`config.mk`:
```
export PLATFORM = sky130hd
export DESIGN_NAME = icache_responder_flat
export DESIGN_NICKNAME = d
export VERILOG_FILES = /design/src/rtl/icache_responder_if.sv /design/src/rtl/icache_responder.sv /design/src/flat_wrapper.sv
export SDC_FILE = /design/constraint.sdc
export NUM_CORES = 1
export LEC_CHECK = 0
export ABC_AREA = 1
export BUFFER_PORTS_ARGS = -buffer_cell sky130_fd_sc_hd__buf_2
export CORE_MARGIN = 10
export CORE_UTILIZATION = 40
export CTS_CLUSTER_SIZE = 24
export DETAILED_ROUTE_END_ITERATION = 16
export MAX_ROUTING_LAYER = met4
export PLACE_DENSITY = 0.63
export SYNTH_ARGS = -nofsm -noshare
export SYNTH_HDL_FRONTEND = slang
export SYNTH_SLANG_ARGS = --single-unit
```
`constraint.sdc`:
```
create_clock -name CLK -period 4 [get_ports CLK]
set_input_delay 0.8 -clock CLK [delete_from_list [all_inputs] [get_ports CLK]]
set_output_delay 0.8 -clock CLK [all_outputs]
set_load 0.05 [all_outputs]
```
`src/rtl/icache_responder_if.sv`:
```
// Fetch-side bus bundle for icache_responder.
// Datapath request/response plus memory-controller read port.
interface icache_responder_if #(
  parameter int PC_WIDTH = 32
);
  logic                imemREN;
  logic [PC_WIDTH-1:0] imemaddr;
  logic                ihit;
  logic [PC_WIDTH-1:0] imemload;
  logic                iREN;
  logic [PC_WIDTH-1:0] iaddr;
  logic                iwait;
  logic [PC_WIDTH-1:0] iload;

  modport slave (
    input  imemREN,
    input  imemaddr,
    input  iwait,
    input  iload,
    output ihit,
    output imemload,
    output iREN,
    output iaddr
  );

  modport master (
    output imemREN,
    output imemaddr,
    output iwait,
    output iload,
    input  ihit,
    input  imemload,
    input  iREN,
    input  iaddr
  );
endinterface

```
`src/rtl/icache_responder.sv`:
```
// Direct-mapped 2-word-block read-only instruction cache.
// Optional hit/miss counters when ICACHE_STATS_EN is defined.
module icache_responder #(
  parameter int SETS     = 8,
  parameter int PC_WIDTH = 32
) (
  input  logic CLK,
  input  logic nRST,
  icache_responder_if.slave bus
`ifdef ICACHE_STATS_EN
  ,
  output logic [31:0] hit_count,
  output logic [31:0] miss_count
`endif
);

  localparam int IDX_W = $clog2(SETS);
  localparam int TAG_W = PC_WIDTH - IDX_W - 3;

  typedef enum logic [1:0] {
    IDLE,
    FETCH0,
    FETCH1
  } state_t;

  state_t state, next_state;

  logic [SETS-1:0]     valid;
  logic [TAG_W-1:0]    tags  [SETS];
  logic [PC_WIDTH-1:0] word0 [SETS];
  logic [PC_WIDTH-1:0] word1 [SETS];
  logic [PC_WIDTH-1:0] maddr;

  logic [IDX_W-1:0] idx;
  logic [IDX_W-1:0] midx;
  logic [TAG_W-1:0] tag;
  logic [TAG_W-1:0] mtag;
  logic             hit;
  logic             miss;
  logic             fill0;
  logic             fill1;
  logic             unused_bits;

  assign idx  = bus.imemaddr[IDX_W+2:3];
  assign tag  = bus.imemaddr[PC_WIDTH-1:IDX_W+3];
  assign midx = maddr[IDX_W+2:3];
  assign mtag = maddr[PC_WIDTH-1:IDX_W+3];

  // Byte offset is ignored; the fill address is always block aligned.
  assign unused_bits = ^{bus.imemaddr[1:0], maddr[2:0]};

  // Lookup is only meaningful in IDLE; a frame being refilled never hits.
  assign hit   = (state == IDLE) && bus.imemREN
               && valid[idx] && (tags[idx] == tag);
  assign miss  = (state == IDLE) && bus.imemREN && !hit;
  assign fill0 = (state == FETCH0) && !bus.iwait;
  assign fill1 = (state == FETCH1) && !bus.iwait;

  // State register.
  always_ff @(posedge CLK or negedge nRST) begin
    if (!nRST) state <= IDLE;
    else       state <= next_state;
  end

  // Next-state logic: miss -> two word reads -> back to lookup.
  always_comb begin
    next_state = state;
    unique case (state)
      IDLE:    if (miss)  next_state = FETCH0;
      FETCH0:  if (fill0) next_state = FETCH1;
      FETCH1:  if (fill1) next_state = IDLE;
      default: next_state = IDLE;
    endcase
  end

  // Outputs: combinational hit in IDLE, memory requests in FETCH states.
  always_comb begin
    bus.ihit     = 1'b0;
    bus.imemload = '0;
    bus.iREN     = 1'b0;
    bus.iaddr    = '0;
    unique case (state)
      IDLE: begin
        bus.ihit = hit;
        if (hit)
          bus.imemload = bus.imemaddr[2] ? word1[idx]
                                         : word0[idx];
      end
      FETCH0: begin
        bus.iREN  = 1'b1;
        bus.iaddr = {maddr[PC_WIDTH-1:3], 3'b000};
      end
      FETCH1: begin
        bus.iREN  = 1'b1;
        bus.iaddr = {maddr[PC_WIDTH-1:3], 3'b100};
      end
      default: ;
    endcase
  end

  // Miss address is held for the whole fill, even if the PC redirects.
  always_ff @(posedge CLK or negedge nRST) begin
    if (!nRST)     maddr <= '0;
    else if (miss) maddr <= bus.imemaddr;
  end

  // Valid bits: set when the second word lands; a conflict keeps it set.
  always_ff @(posedge CLK or negedge nRST) begin
    if (!nRST)      valid       <= '0;
    else if (fill1) valid[midx] <= 1'b1;
  end

  // Tag and data arrays carry no reset.
  always_ff @(posedge CLK) begin
    if (fill0) word0[midx] <= bus.iload;
    if (fill1) begin
      word1[midx] <= bus.iload;
      tags[midx]  <= mtag;
    end
  end

`ifdef ICACHE_STATS_EN
  // Free-running hit/miss counters, wrapping naturally.
  always_ff @(posedge CLK or negedge nRST) begin
    if (!nRST) begin
      hit_count  <= '0;
      miss_count <= '0;
    end else begin
      if (bus.ihit) hit_count  <= hit_count + 32'd1;
      if (miss)     miss_count <= miss_count + 32'd1;
    end
  end
`endif

endmodule

```
`src/flat_wrapper.sv`:
```
// flat-port wrapper written by rule: the top's interface ports become plain ports
module icache_responder_flat 
#(
  parameter int SETS     = 8,
  parameter int PC_WIDTH = 32
)
  (CLK, nRST, bus_imemREN, bus_imemaddr, bus_iwait, bus_iload, bus_ihit, bus_imemload, bus_iREN, bus_iaddr);
  icache_responder_if #(.PC_WIDTH(PC_WIDTH)) bus_i ();
  input  logic CLK;
  input  logic nRST;
  input wire logic [$bits(bus_i.imemREN)-1:0] bus_imemREN;
  input wire logic [$bits(bus_i.imemaddr)-1:0] bus_imemaddr;
  input wire logic [$bits(bus_i.iwait)-1:0] bus_iwait;
  input wire logic [$bits(bus_i.iload)-1:0] bus_iload;
  output wire logic [$bits(bus_i.ihit)-1:0] bus_ihit;
  output wire logic [$bits(bus_i.imemload)-1:0] bus_imemload;
  output wire logic [$bits(bus_i.iREN)-1:0] bus_iREN;
  output wire logic [$bits(bus_i.iaddr)-1:0] bus_iaddr;
  assign bus_i.imemREN = bus_imemREN;
  assign bus_i.imemaddr = bus_imemaddr;
  assign bus_i.iwait = bus_iwait;
  assign bus_i.iload = bus_iload;
  assign bus_ihit = bus_i.ihit;
  assign bus_imemload = bus_i.imemload;
  assign bus_iREN = bus_i.iREN;
  assign bus_iaddr = bus_i.iaddr;
  icache_responder #(.SETS(SETS), .PC_WIDTH(PC_WIDTH)) u_core (.CLK(CLK), .nRST(nRST), .bus(bus_i));
endmodule
```
# --- After elaboration in Yosys (flattened, before gate mapping) ---
# Memories as Yosys holds them, arrays and structs flattened.
# Index checks and enable logic that the tools add are counted.
totals:
  regBits: 42
  mem_bits_rw: 720
  inputBits: 68
  out_inout_bits: 66
  word_cells: 46
  n_memories: 3
mem_list:
  columns: ["memory", "depth", "word_bits", "read_ports", "rd_clocked_by_memory_dff", "write_ports", "line_no", "source"]
  rows:
  - ["u_core.word0", 8, 32, 1, 0, 1, "icache_responder.sv:30", "logic [PC_WIDTH-1:0] word0 [SETS];"]
  - ["u_core.word1", 8, 32, 1, 0, 1, "icache_responder.sv:31", "logic [PC_WIDTH-1:0] word1 [SETS];"]
  - ["u_core.tags", 8, 26, 1, 0, 1, "icache_responder.sv:29", "logic [TAG_W-1:0] tags [SETS];"]
classes:
  n_lt_le_gt_ge: 3
  eq_ne: 6
  muxes: 18
  bitwise_logic: 1
  reduce_logical: 12
ops:
  columns: ["cell", "count"]
  rows:
  - ["$mux 32", 3]
  - ["$pmux 32 s2", 1]
  - ["$eq 26x26->1", 1]
  - ["$lt 3x4->1 const B", 2]
  - ["$mux 1", 8]
  - ["$or 8x8->8", 1]
  - ["$logic_and 1x1->1", 7]
  - ["$mux 2", 3]
  - ["$ne 2x1->1 const B", 3]
  - ["$pmux 2 s3", 1]
  - ["$bmux 1 s3", 1]
  - ["$demux 1 s3", 1]
  - ["$ge 3x1->1 const B", 1]
  - ["$reduce_and 3->1", 1]
  - ["$eq 2x1->1 const B", 1]
  - ["$eq 2x2->1 const B", 1]
  - ["$logic_not 1->1", 2]
  - ["$logic_not 2->1", 1]
  - ["$reduce_or 2->1", 1]

# --- Longest topological paths before layout ---
# Gate-level depths: netlist of run 1.
logic_depth:
  word_depth: 8
  depth_mapped: 22
  mapped_depth_nobuf: 19

# --- Worst setup path after synthesis of run 1 ---
# Ideal clock, no wire load.
synth_timing:
  path_kind: "input to output"
  from: "input port bus_imemaddr[4]"
  to: "output port bus_imemload[1]"
  arrival_ns: 3.270
  required_ns: 3.200
  slack_ns: -0.070
  cell_stages: 11
  path_buffers: 4
  cell_sequence: "buf_2 inv_2 buf_2 buf_4 buf_2 a21oi_1 a32o_1 o21ai_0 a21oi_1 a31o_2 nor3_1"
synth_via:
  elab_chain_cells: 6
  elab_cells_between_ends: 11
  cone_classes: "eq/ne (1); mux (5); reduce/logical (2); memory (3)"
synth_lines:
  columns: ["element", "line_no", "source"]
  rows:
  - ["start: declaration", "flat_wrapper.sv:12", "input wire logic [$bits(bus_i.imemaddr)-1:0] bus_imemaddr;"]
  - ["branches (longest 4 deep; another with $mem_v2 8x26)", null, null]
  - ["$mux 32 (*)", "icache_responder.sv:85", "if (hit)"]
  - ["$mux 32 (*)", "icache_responder.sv:82", "unique case (state)"]
  - ["end: declaration", "flat_wrapper.sv:16", "output wire logic [$bits(bus_i.imemload)-1:0] bus_imemload;"]
# Every way passes the cells marked *. The select of a mux whose other input is x is not followed.

# --- Worst setup path after layout of run 1 ---
layout_timing:
  from: "input port bus_imemaddr[3]"
  to: "output port bus_imemload[17]"
# The elaborated chain is that of the path after synthesis.

==> results of run 1 <==
placed cells by master, fill, tap and decap left out, types with 20 or more instances in the layout:
| master | instances |
|---|---|
| sky130_fd_sc_hd__edfxtp_1 | 720 |
| sky130_fd_sc_hd__nor3_4 | 20 |
| sky130_fd_sc_hd__buf_2 | 93 |
| sky130_fd_sc_hd__nand3_1 | 154 |
| sky130_fd_sc_hd__dfrtp_1 | 39 |
| sky130_fd_sc_hd__a21oi_1 | 35 |
| sky130_fd_sc_hd__nand2_1 | 487 |
| sky130_fd_sc_hd__buf_4 | 89 |
| sky130_fd_sc_hd__inv_1 | 191 |
| sky130_fd_sc_hd__clkbuf_16 | 84 |
| sky130_fd_sc_hd__o22ai_1 | 112 |
| sky130_fd_sc_hd__nor2_1 | 327 |
| sky130_fd_sc_hd__o21ai_0 | 275 |
| sky130_fd_sc_hd__nand3_2 | 21 |
| sky130_fd_sc_hd__nand2_2 | 21 |
| sky130_fd_sc_hd__buf_12 | 43 |
logic make-up (layout without fill, tap and decap cells):
| kind of cell | Yosys count | count (layout) | share of synthesized area (%) |
|---|---|---|---|
| compound gates | 488 | 488 | 8.78 |
| fa+ha+maj | 5 | 5 | 0.198 |
| buf+inv | 361 | 598 | 5.07 |
| flops | 759 | 759 | 71.7 |
| other cells | 1 | 10 | 0.0119 |
| simple gates | 1076 | 1076 | 14.3 |
critical path, delay by kind of cell:
kind,cells,cell delay [ns]
buf+inv,7,0.99
simple gates,7,1.24
compound gates,2,0.26
what timing repair did:
action | CTS | global route
setup endpoints to repair | 31 | 33
pin swaps | 2 | 20
gates resized for setup | 13 | 128
buffers inserted | 1 | 22
gates cloned | 2 | 6
per-layer routing:
metal  track usage (%)  up-vias  routed length, um
met5                 -        -                  0
li1                  -     9797                  -
met3              3.83      134               7600
met1              24.9    10666              36200
met2              28.3      914              40100
met4              5.02        0               1660
sequential cells by signal (all words and copies together) (netlist names):
| register | cells |
|---|---|
| u_core.valid | 8 |
| u_core.state | 2 |
| u_core.word1 | 256 |
| u_core.tags | 208 |
| u_core.word0 | 256 |
| u_core.maddr | 29 |
area by class of cell:
class,instances,area (sq um),share of cell area (%)
clock inverter,40,379,1.01
timing repair buffer,260,2580,6.86
sequential,759,22600,60.1
antenna,8,20.0,0.0533
multi-input combinational,1571,7800,20.8
inverter,196,776,2.06
clock buffer,102,2120,5.65
tap,1040,1300,3.46
power groups by stage:
stage | Sequential (uW) | Combinational [uW] | Clock [uW]
floorplan | 9960 | 1560 | 0
global placement | 10100 | 2360 | 0
detailed placement | 10100 | 2420 | 0
CTS | 9970 | 2450 | 7190
global route | 10000 | 2740 | 7530
finish | 9980 | 2520 | 7080
stage by stage:
| stage | cell area, sq um | hold slack (ns) | util (%) | instances | worst slack, ns |
|---|---|---|---|---|---|
| 2_1_floorplan | 31500 | 0.428 | - | 2691 | -0.0556 |
| 3_3_place_gp | 34100 | 0.448 | 43.8 | 3796 | -0.154 |
| 3_5_place_dp | 34100 | 0.447 | 43.8 | 3796 | -0.140 |
| 4_1_cts | 36800 | 0.128 | 47.2 | 3941 | -0.0224 |
| 5_1_grt | 37600 | 0.145 | 48.3 | 3976 | -0.265 |
| 6_report | 37600 | 0.155 | 48.3 | 3976 | -0.132 |
worst paths after layout:
kind | from | end | slack (ns)
max | bus_imemaddr[3] | bus_imemload[17] | -0.13
min | nRST | u_core.maddr[11] | 0.15
max reg2reg | u_core.state[0] | u_core.word1[7][8] | 1.22
min reg2reg | u_core.valid[1] | u_core.valid[1] | 0.46
max in group asynchronous | nRST | u_core.valid[7] | 3.07
min in group CLK | bus_imemaddr[6] | u_core.maddr[6] | 0.45
==> implementation parameters, run 1 <==
Parameter                              Value

Run status
  Status ... complete, but fails checks
  Violated checks ... setup timing

Clocking
  CTS Hold Buffers Added ... 0
  CTS Buffer Depth ... 3
  Max H-tree Level ... 3
  Register clock-pin slew on the reported worst setup and hold paths ... 0.06 ns
  Clock Tree Root ... sky130_fd_sc_hd__clkbuf_16
  Worst skew pair latency ... 0.64 ns
  TritonCTS clock tree ... yes
  Number of buffers inserted during clock tree synthesis ... 77
  TritonCTS Sinks ... 759

STA
  Final-report max-slew violation count ... 0
  Slew of the pin with the lowest slew margin ... 1.07 ns
  Unrepaired setup endpoints after global routing ... true
  Final Worst Setup Slack ... -0.132 ns
  Fin crit share ... 103%
  Setup TNS Final ... -0.547 ns
  Hold violation count in the final report ... 0
  Worst slew margin relative to its limit ... 28.4%
  Post-route minimum period ... 4.13 ns
  Clock tree skew after final layout ... 0.0191 ns
  Final number of setup-violating endpoints ... 9
  Fmax ... 0.242 GHz

Yosys
  Number of enable flip-flop cells after synthesis ... 720
  Top cell type's share of synthesized area ... 68.6%
  Combined area of all synthesized cells ... 0.0315 sq mm
  Synth Flop Type ... sky130_fd_sc_hd__edfxtp_1
  Leading cell type by number of instances after synthesis ... sky130_fd_sc_hd__edfxtp_1
  Gate Count Post-Synth ... 2690
  Library cells used by synthesis ... 33
  Share of the yosys chip area belonging to registers ... 71.7%
  Synth Register Bits ... 759
  Warnings from Yosys ... 0
  Mean instance size in the synthesized netlist ... 11.7 sq um
  Async set or reset register ratio after synthesis ... 5.14%
  Cell types occupying the most area after synthesis ... sky130_fd_sc_hd__edfxtp_1 (69%), sky130_fd_sc_hd__nand2_1 (5.9%), sky130_fd_sc_hd__o21ai_0 (4.4%)
  Most used standard cells in the synthesized netlist ... sky130_fd_sc_hd__edfxtp_1 (720), sky130_fd_sc_hd__nand2_1 (497), sky130_fd_sc_hd__nor2_1 (348)
  Cell taking the most area after synthesis ... sky130_fd_sc_hd__edfxtp_1

Route
  Routed wire length per instance ... 21.5 um
  Mean number of vias per cell ... 5.41
  Total via count after detailed routing ... 21511
  DRC marker count from the first detailed-route iteration ... 2367
  DRC violations left ... 0
  Final wirelength ... 85.6 mm
  DRT antenna net count ... 0
  First-pass DRT Iterations ... 6

Worst setup path
  Largest fanout on the critical path ... 8
  Logic depth of the worst register-to-register path ... 5
  Setup crit end kind ... primary output
  Cell with the largest stage delay on the worst path ... sky130_fd_sc_hd__nor3_2
  Worst endpoint data arrival time ... 3.33 ns
  CP most frequent cell ... sky130_fd_sc_hd__buf_12
  Path type of the worst setup path ... in2out
  CP Cell Sequence ... buf_16 > clkinv_16 > buf_4 > o21ai_1 > nand3_1 > nand3_2 > o21ai_1 > nor2_1 > nand4_1 > nor3_2 > nand2_4 > buf_12 > buf_12 > nor3_4 > buf_6 > buf_12
  Type of element launching the critical path ... input pin
  Largest incremental delay on the critical path ... 0.30 ns
  Data required time at the worst endpoint ... 3.20 ns

Cells and area
  Layout filler cell count ... 6792
  Number of nets at the end of the flow ... 2938
  Area growth from synthesis to layout ... 19.2%
  Proportion of layout cells with a drive suffix above 1 ... 17.3%

Global routing
  Overall routing resource usage ... 18.5%
  Global-route wire length before repair ... 125 mm
  Global route overflow ... 0
  Largest net degree at the start of global routing ... 157
  Number of antenna violations at the first check in global routing ... 12
  Number of global-route vias before repair ... 20546

Power and ir drop
  Cell leakage power ... 0.0140 uW
  Relative contribution of the clock network to total power ... 36.1%
  Relative contribution of combinational cells to total power ... 12.9%
  Switching portion of total power ... 27.2%
  Post-route total power ... 19600 uW
  Reported net switching power ... 5330 uW
  Portion of total power attributed to sequential cells ... 51.0%
  Peak ir drop on the vdd network ... 0.000446 V
  Internal power ... 14300 uW
  Power density relative to cell area ... 521 mW/mm^2

Floorplan
  Area of the die ... 0.0905 sq mm
  Number of cell rows ... 102
  Width of the chip ... 301 um
  Core box area ... 0.0778 sq mm
  I/O pin count ... 134
  Die height ... 301 um
  Initial cell density of the core ... 40.5%

Worst hold path
  Path category of the worst min-delay check ... in2async

Placed design
  HPWL after detailed placement ... 46.7 mm
  Quantity of I/O buffers inserted on ports ... 129
  Routability congestion estimate ... 0.899

Run
  Max capacitance violation total ... 0
(Power assumes the default switching activity.)
==> run 2: changes to the inputs <==
--- a/config.mk
+++ b/config.mk
@@ -12,7 +12,7 @@
 export CTS_CLUSTER_SIZE = 24
 export DETAILED_ROUTE_END_ITERATION = 16
 export MAX_ROUTING_LAYER = met4
-export PLACE_DENSITY = 0.63
+export REMOVE_ABC_BUFFERS = 1
 export SYNTH_ARGS = -nofsm -noshare
 export SYNTH_HDL_FRONTEND = slang
 export SYNTH_SLANG_ARGS = --single-unit
==> constraint.sdc (replaced) <==
create_clock -name CLK -period 4 [get_ports CLK]
set_input_delay 0.2 -clock CLK [delete_from_list [all_inputs] [get_ports CLK]]
set_output_delay 0.2 -clock CLK [all_outputs]
set_load 0.05 [all_outputs]
==> run 2 against run 1 <==
Compared with the run above: the flow now finishes without violations; clock power is 4.8% lower; global-route usage is 0.11 points lower; via count is 2.4% lower; cell count is 0.65% lower; worst hold slack worse by 0.10 ns; clock-buffer cell count is 4 lower; register-to-register slack better by 0.03 ns; flip-flop and latch count stayed put; first-iteration DRC count is 15% lower; core utilization is 1.6 points lower; setup slack better by 0.60 ns; maximum frequency is 17% higher; critical endpoint is now bus_imemload[1].
==> implementation parameters, run 2 (synthesis results as in run 1) <==
Parameter                              Value

Run status
  Status ... finished clean

Power and ir drop
  Power density relative to cell area ... 525 mW/mm^2
  Portion of total power attributed to sequential cells ... 52.0%
  Relative contribution of the clock network to total power ... 35.3%
  Cell leakage power ... 0.0133 uW
  Reported net switching power ... 5110 uW
  Internal power ... 14000 uW
  Post-route total power ... 19100 uW
  Peak ir drop on the vdd network ... 0.000241 V
  Relative contribution of combinational cells to total power ... 12.7%
  Switching portion of total power ... 26.8%

STA
  Fmax ... 0.283 GHz
  Fin crit share ... 88.3%
  Post-route minimum period ... 3.53 ns
  Worst slew margin relative to its limit ... 24.0%
  Final-report max-slew violation count ... 0
  Clock tree skew after final layout ... 0.0316 ns
  Unrepaired setup endpoints after global routing ... false
  Setup TNS Final ... 0 ns
  Hold violation count in the final report ... 0
  Slew of the pin with the lowest slew margin ... 1.14 ns
  Final number of setup-violating endpoints ... 0

Clocking
  Number of buffers inserted during clock tree synthesis ... 76
  Worst skew pair latency ... 0.62 ns
  Register clock-pin slew on the reported worst setup and hold paths ... 0.06 ns
  Post-cts sizing count ... 0
  Max H-tree Level ... 3
  TritonCTS Sinks ... 759
  TritonCTS clock tree ... yes
  CTS Hold Buffers Added ... 60
  CTS Buffer Depth ... 3
  Clock Tree Root ... sky130_fd_sc_hd__clkbuf_16
  Total setup buffers inserted after CTS ... 0

Route
  DRC violations left ... 0
  Routed wire length per instance ... 20.9 um
  DRT antenna net count ... 0
  DRC marker count from the first detailed-route iteration ... 2018
  Total via count after detailed routing ... 20998
  Final wirelength ... 82.4 mm
  First-pass DRT Iterations ... 7
  Mean number of vias per cell ... 5.32

Cells and area
  Proportion of layout cells with a drive suffix above 1 ... 13.1%
  Leading cell types in the layout, fill and taps excluded ... sky130_fd_sc_hd__edfxtp_1 (720), sky130_fd_sc_hd__nand2_1 (496), sky130_fd_sc_hd__nor2_1 (332)
  Biggest registers after layout ... u_core.word0 x256, u_core.word1 x256, u_core.tags x208
  Most frequent standard cell in the layout excluding fill and tap cells ... sky130_fd_sc_hd__edfxtp_1
  Number of nets at the end of the flow ... 2925
  Area growth from synthesis to layout ... 15.3%

Global routing
  Global route overflow ... 0
  Number of antenna violations at the first check in global routing ... 5
  Largest net degree at the start of global routing ... 145
  Overall routing resource usage ... 18.4%
  Global-route wire length before repair ... 125 mm
  Number of global-route vias before repair ... 20818

Floorplan
  Die height ... 301 um
  Core box area ... 0.0778 sq mm
  Number of cell rows ... 102
  Initial cell density of the core ... 40.5%
  Area of the die ... 0.0905 sq mm
  I/O pin count ... 134
  Width of the chip ... 301 um

Worst hold path
  Path category of the worst min-delay check ... in2reg

Run
  Max capacitance violation total ... 0

Placed design
  Quantity of I/O buffers inserted on ports ... 129
  HPWL after detailed placement ... 45.1 mm
  Routability congestion estimate ... 0.836

Worst setup path
  Path type of the worst setup path ... in2out
  Worst endpoint data arrival time ... 3.33 ns
  Largest fanout on the critical path ... 36
  Type of element launching the critical path ... input pin
  Setup crit end kind ... primary output
  Data required time at the worst endpoint ... 3.80 ns
## run 2: final cells by class
cell class                      instances  area, sq um
Multi-Input combinational cell       1571         7470
Clock inverter                         33          265
Antenna cell                            5         12.5
Tap cell                             1040         1300
Sequential cell                       759        22600
Timing Repair Buffer                  248         1920
Inverter                              196          749
Clock buffer                           98         2050
Fill cell                            6946        41500
## run 2: worst paths after layout
kind | start | to | slack (ns) | depth (start not counted)
max | bus_imemaddr[4] | bus_imemload[1] | 0.47 | 15
min | bus_imemREN | u_core.state[0] | 0.05 | 5
max reg2reg | u_core.state[1] | u_core.word0[3][28] | 1.25 | 5
min reg2reg | u_core.valid[4] | u_core.valid[4] | 0.46 | 2
max in group asynchronous | nRST | u_core.valid[5] | 3.29 | 3
min in group asynchronous | nRST | u_core.maddr[15] | 0.26 | 3
## run 2: per-stage QoR
step                hold slack [ns]  setup WS [ns]  std cells  cell area (sq um)  utilization (%)
floorplan                   -0.0956         -0.980       2526              30700                -
global placement              0.360          0.476       3754              33400             42.9
detailed placement            0.365          0.483       3754              33400             42.9
CTS                          0.0171          0.478       3945              36300             46.7
global route                 0.0684          0.271       3950              36400             46.7
finish                       0.0511          0.469       3950              36400             46.7
## run 2: worst max-delay path, stage by stage
cell and delay (ns):
sky130_fd_sc_hd__buf_4 0.36, sky130_fd_sc_hd__buf_4 0.52, sky130_fd_sc_hd__nand3_1 0.14, sky130_fd_sc_hd__nand3_1 0.13
sky130_fd_sc_hd__nand2_1 0.06, sky130_fd_sc_hd__nand2_1 0.06, sky130_fd_sc_hd__nand2_1 0.07, sky130_fd_sc_hd__inv_2 0.09
sky130_fd_sc_hd__nand3_1 0.07, sky130_fd_sc_hd__nor2_1 0.26, sky130_fd_sc_hd__nand3_2 0.35, sky130_fd_sc_hd__buf_4 0.39
sky130_fd_sc_hd__nor3_1 0.27, sky130_fd_sc_hd__buf_4 0.17, sky130_fd_sc_hd__buf_12 0.13
## run 2: power by group through the flow
stage               registers (uW)  logic, uW  clock network (uW)
floorplan                     9960       1410                   0
global placement             10000       2340                   0
detailed placement           10100       2390                   0
CTS                           9920       2450                6860
global route                 10000       2640                7200
finish                        9930       2430                6740
## run 2: per-layer routing
| metal | part of all wire [%] | vias up | track usage (%) |
|---|---|---|---|
| met5 | 0 | - | - |
| met4 | 2.4 | 0 | 6.09 |
| met3 | 5.9 | 124 | 2.55 |
| met2 | 50 | 677 | 30.4 |
| met1 | 42 | 10452 | 23.2 |
| li1 | - | 9745 | - |
==> run 3: changes to the inputs <==
--- a/config.mk
+++ b/config.mk
@@ -7,11 +7,11 @@
 export LEC_CHECK = 0
 export ABC_AREA = 1
 export BUFFER_PORTS_ARGS = -buffer_cell sky130_fd_sc_hd__buf_2
-export CORE_MARGIN = 10
-export CORE_UTILIZATION = 40
-export CTS_CLUSTER_SIZE = 24
+export CORE_UTILIZATION = 55
+export CTS_CLUSTER_SIZE = 30
 export DETAILED_ROUTE_END_ITERATION = 16
 export MAX_ROUTING_LAYER = met4
+export PLACE_DENSITY = 0.75
 export REMOVE_ABC_BUFFERS = 1
 export SYNTH_ARGS = -nofsm -noshare
 export SYNTH_HDL_FRONTEND = slang
==> run 3 against run 2 <==
Compared with the run above: clock power is 1% lower; die area is 36% lower; sequential power hardly changed; core utilization is 17 points higher; first-iteration DRC count is 10% higher.
==> implementation parameters, run 3 (synthesis results as in run 1) <==
Parameter                              Value

Route
  First-pass DRT Iterations ... 8
  DRC marker count from the first detailed-route iteration ... 2227
  DRT antenna net count ... 0
  DRC violations left ... 0
  Total via count after detailed routing ... 21362
  Final wirelength ... 78.3 mm
  Mean number of vias per cell ... 5.84
  Routed wire length per instance ... 21.4 um

Global routing
  Met2 routing resource usage after global routing ... 44.7%
  Number of antenna violations at the first check in global routing ... 4
  Most utilized layer in the global route result ... met2
  Met1 Usage GRT ... 35.4%
  Number of global-route vias before repair ... 20652
  Global route overflow ... 0
  Overall routing resource usage ... 27.7%
  Global-route wire length before repair ... 117 mm
  Global routing usage on met3 ... 3.83%
  Largest net degree at the start of global routing ... 145

Floorplan
  Width of the chip ... 241 um
  I/O pin count ... 134
  Core box area ... 0.0565 sq mm
  Die height ... 241 um
  Area of the die ... 0.0583 sq mm
  Initial cell density of the core ... 55.8%
  Number of cell rows ... 87

Worst setup path
  Data required time at the worst endpoint ... 3.80 ns
  Worst endpoint data arrival time ... 3.16 ns
  Path type of the worst setup path ... in2out
  Cell with the largest stage delay on the worst path ... sky130_fd_sc_hd__buf_4
  Setup crit end kind ... primary output
  CP Cell Sequence ... buf_8 > inv_8 > buf_4 > buf_4 > o21ai_0 > o22ai_1 > nand2_1 > nand3_1 > nand2_1 > nor3_2 > buf_2
  Largest incremental delay on the critical path ... 0.58 ns
  Largest fanout on the critical path ... 102
  Type of element launching the critical path ... input pin

Power and ir drop
  Peak ir drop on the vdd network ... 0.000349 V
  Relative contribution of combinational cells to total power ... 12.8%
  Internal power ... 13900 uW
  Switching portion of total power ... 26.7%
  Cell leakage power ... 0.0133 uW
  Power density relative to cell area ... 531 mW/mm^2
  Reported net switching power ... 5090 uW
  Portion of total power attributed to sequential cells ... 52.3%
  Relative contribution of the clock network to total power ... 35.0%

STA
  Unrepaired setup endpoints after global routing ... false
  Slew of the pin with the lowest slew margin ... 1.21 ns
  Hold violation count in the final report ... 0
  Fin crit share ... 83.9%
  Final-report max-slew violation count ... 0
  Worst slew margin relative to its limit ... 19.1%
  Post-route minimum period ... 3.36 ns
  Min Hold Slack ... 0.0618 ns
  Fmax ... 0.298 GHz
  Clock tree skew after final layout ... 0.0228 ns
  Final number of setup-violating endpoints ... 0

Clocking
  TritonCTS clock tree ... yes
  Clock Tree Root ... sky130_fd_sc_hd__clkbuf_16
  Worst skew pair latency ... 0.62 ns
  CTS Hold Buffers Added ... 60
  CTS Buffer Depth ... 3
  Total setup buffers inserted after CTS ... 0
  Max H-tree Level ... 3
  TritonCTS Sinks ... 759
  Number of buffers inserted during clock tree synthesis ... 73
  Post-cts sizing count ... 0
  Register clock-pin slew on the reported worst setup and hold paths ... 0.06 ns

Cells and area
  Biggest registers after layout ... u_core.word0 x256, u_core.word1 x256, u_core.tags x208
  Number of nets at the end of the flow ... 2913
  Post-layout instance count excluding filler cells ... 3656
  Most frequent standard cell in the layout excluding fill and tap cells ... sky130_fd_sc_hd__edfxtp_1
  Leading cell types in the layout, fill and taps excluded ... sky130_fd_sc_hd__edfxtp_1 (720), sky130_fd_sc_hd__nand2_1 (496), sky130_fd_sc_hd__nor2_1 (332)
  Area growth from synthesis to layout ... 13.5%
  Proportion of layout cells with a drive suffix above 1 ... 13.1%

Worst hold path
  Path category of the worst min-delay check ... in2reg

Placed design
  Routability congestion estimate ... 0.927
  Quantity of I/O buffers inserted on ports ... 129
  Number of placed instances, taps included ... 3461
  HPWL after detailed placement ... 40.7 mm

Run status
  Status ... finished clean

Run
  Max capacitance violation total ... 0
run 3: cell types whose count changed in the layout (fill, tap and decap cells not counted), sizes merged:
cell / before / now
buf: 188 / 179
clkinvlp: 3 / 1
diode: 5 / 4
inv: 197 / 199
run 3: cell type report:
| class | count | area [sq um] |
|---|---|---|
| inverter | 196 | 749 |
| sequential | 759 | 22600 |
| clock inverter | 33 | 273 |
| clock buffer | 98 | 2020 |
| multi-input combinational | 1571 | 7470 |
| fill | 4077 | 20700 |
| timing repair buffer | 239 | 1720 |
| antenna | 4 | 10.0 |
| tap | 756 | 946 |
run 3: power groups by stage:
stage          clock (uW)  sequential (uW)  combinational (uW)
2_1_floorplan           0             9960                1410
3_3_place_gp            0            10000                2270
3_5_place_dp            0            10100                2330
4_1_cts              6690             9930                2400
5_1_grt              6980            10000                2610
6_report             6650             9940                2430
run 3: final timing paths:
check / cells after the start / slack [ns] / endpoint / start
max in group asynchronous: 2 / 2.88 / u_core.maddr[30] / nRST
hold reg to reg: 2 / 0.47 / u_core.valid[2] / u_core.valid[2]
min in group asynchronous: 2 / 0.38 / u_core.maddr[10] / nRST
hold / removal: 5 / 0.06 / u_core.state[0] / bus_imemREN
setup / recovery: 11 / 0.64 / bus_imemload[30] / bus_imemaddr[3]
setup reg to reg: 5 / 1.26 / u_core.tags[0][3] / u_core.state[0]
run 3: through the flow:
stage	power, uW	TNS [ns]	setup WS (ns)	utilization, %	instance area (sq um)
3_3_place_gp	12300	0	0.718	58.2	32900
6_report	19000	0	0.645	63.4	35800
3_5_place_dp	12400	0	0.624	58.2	32900
2_1_floorplan	11400	-19.86	-0.980	-	30700
4_1_cts	19000	0	0.625	63.3	35800
5_1_grt	19600	0	0.434	63.4	35800
run 3: worst max-delay path: cells and delay by family:
| kind | cells | cell delay (ns) |
|---|---|---|
| AO/OA/AOI/OAI | 2 | 0.45 |
| buffers and inverters | 5 | 1.98 |
| AND/OR/NAND/NOR | 4 | 0.48 |
run 3: layer usage:
metal	part of all wire, %	vias up
met4	3.0	0
met5	0	-
met1	38	10377
met3	8.9	188
li1	-	9707
met2	50	1090
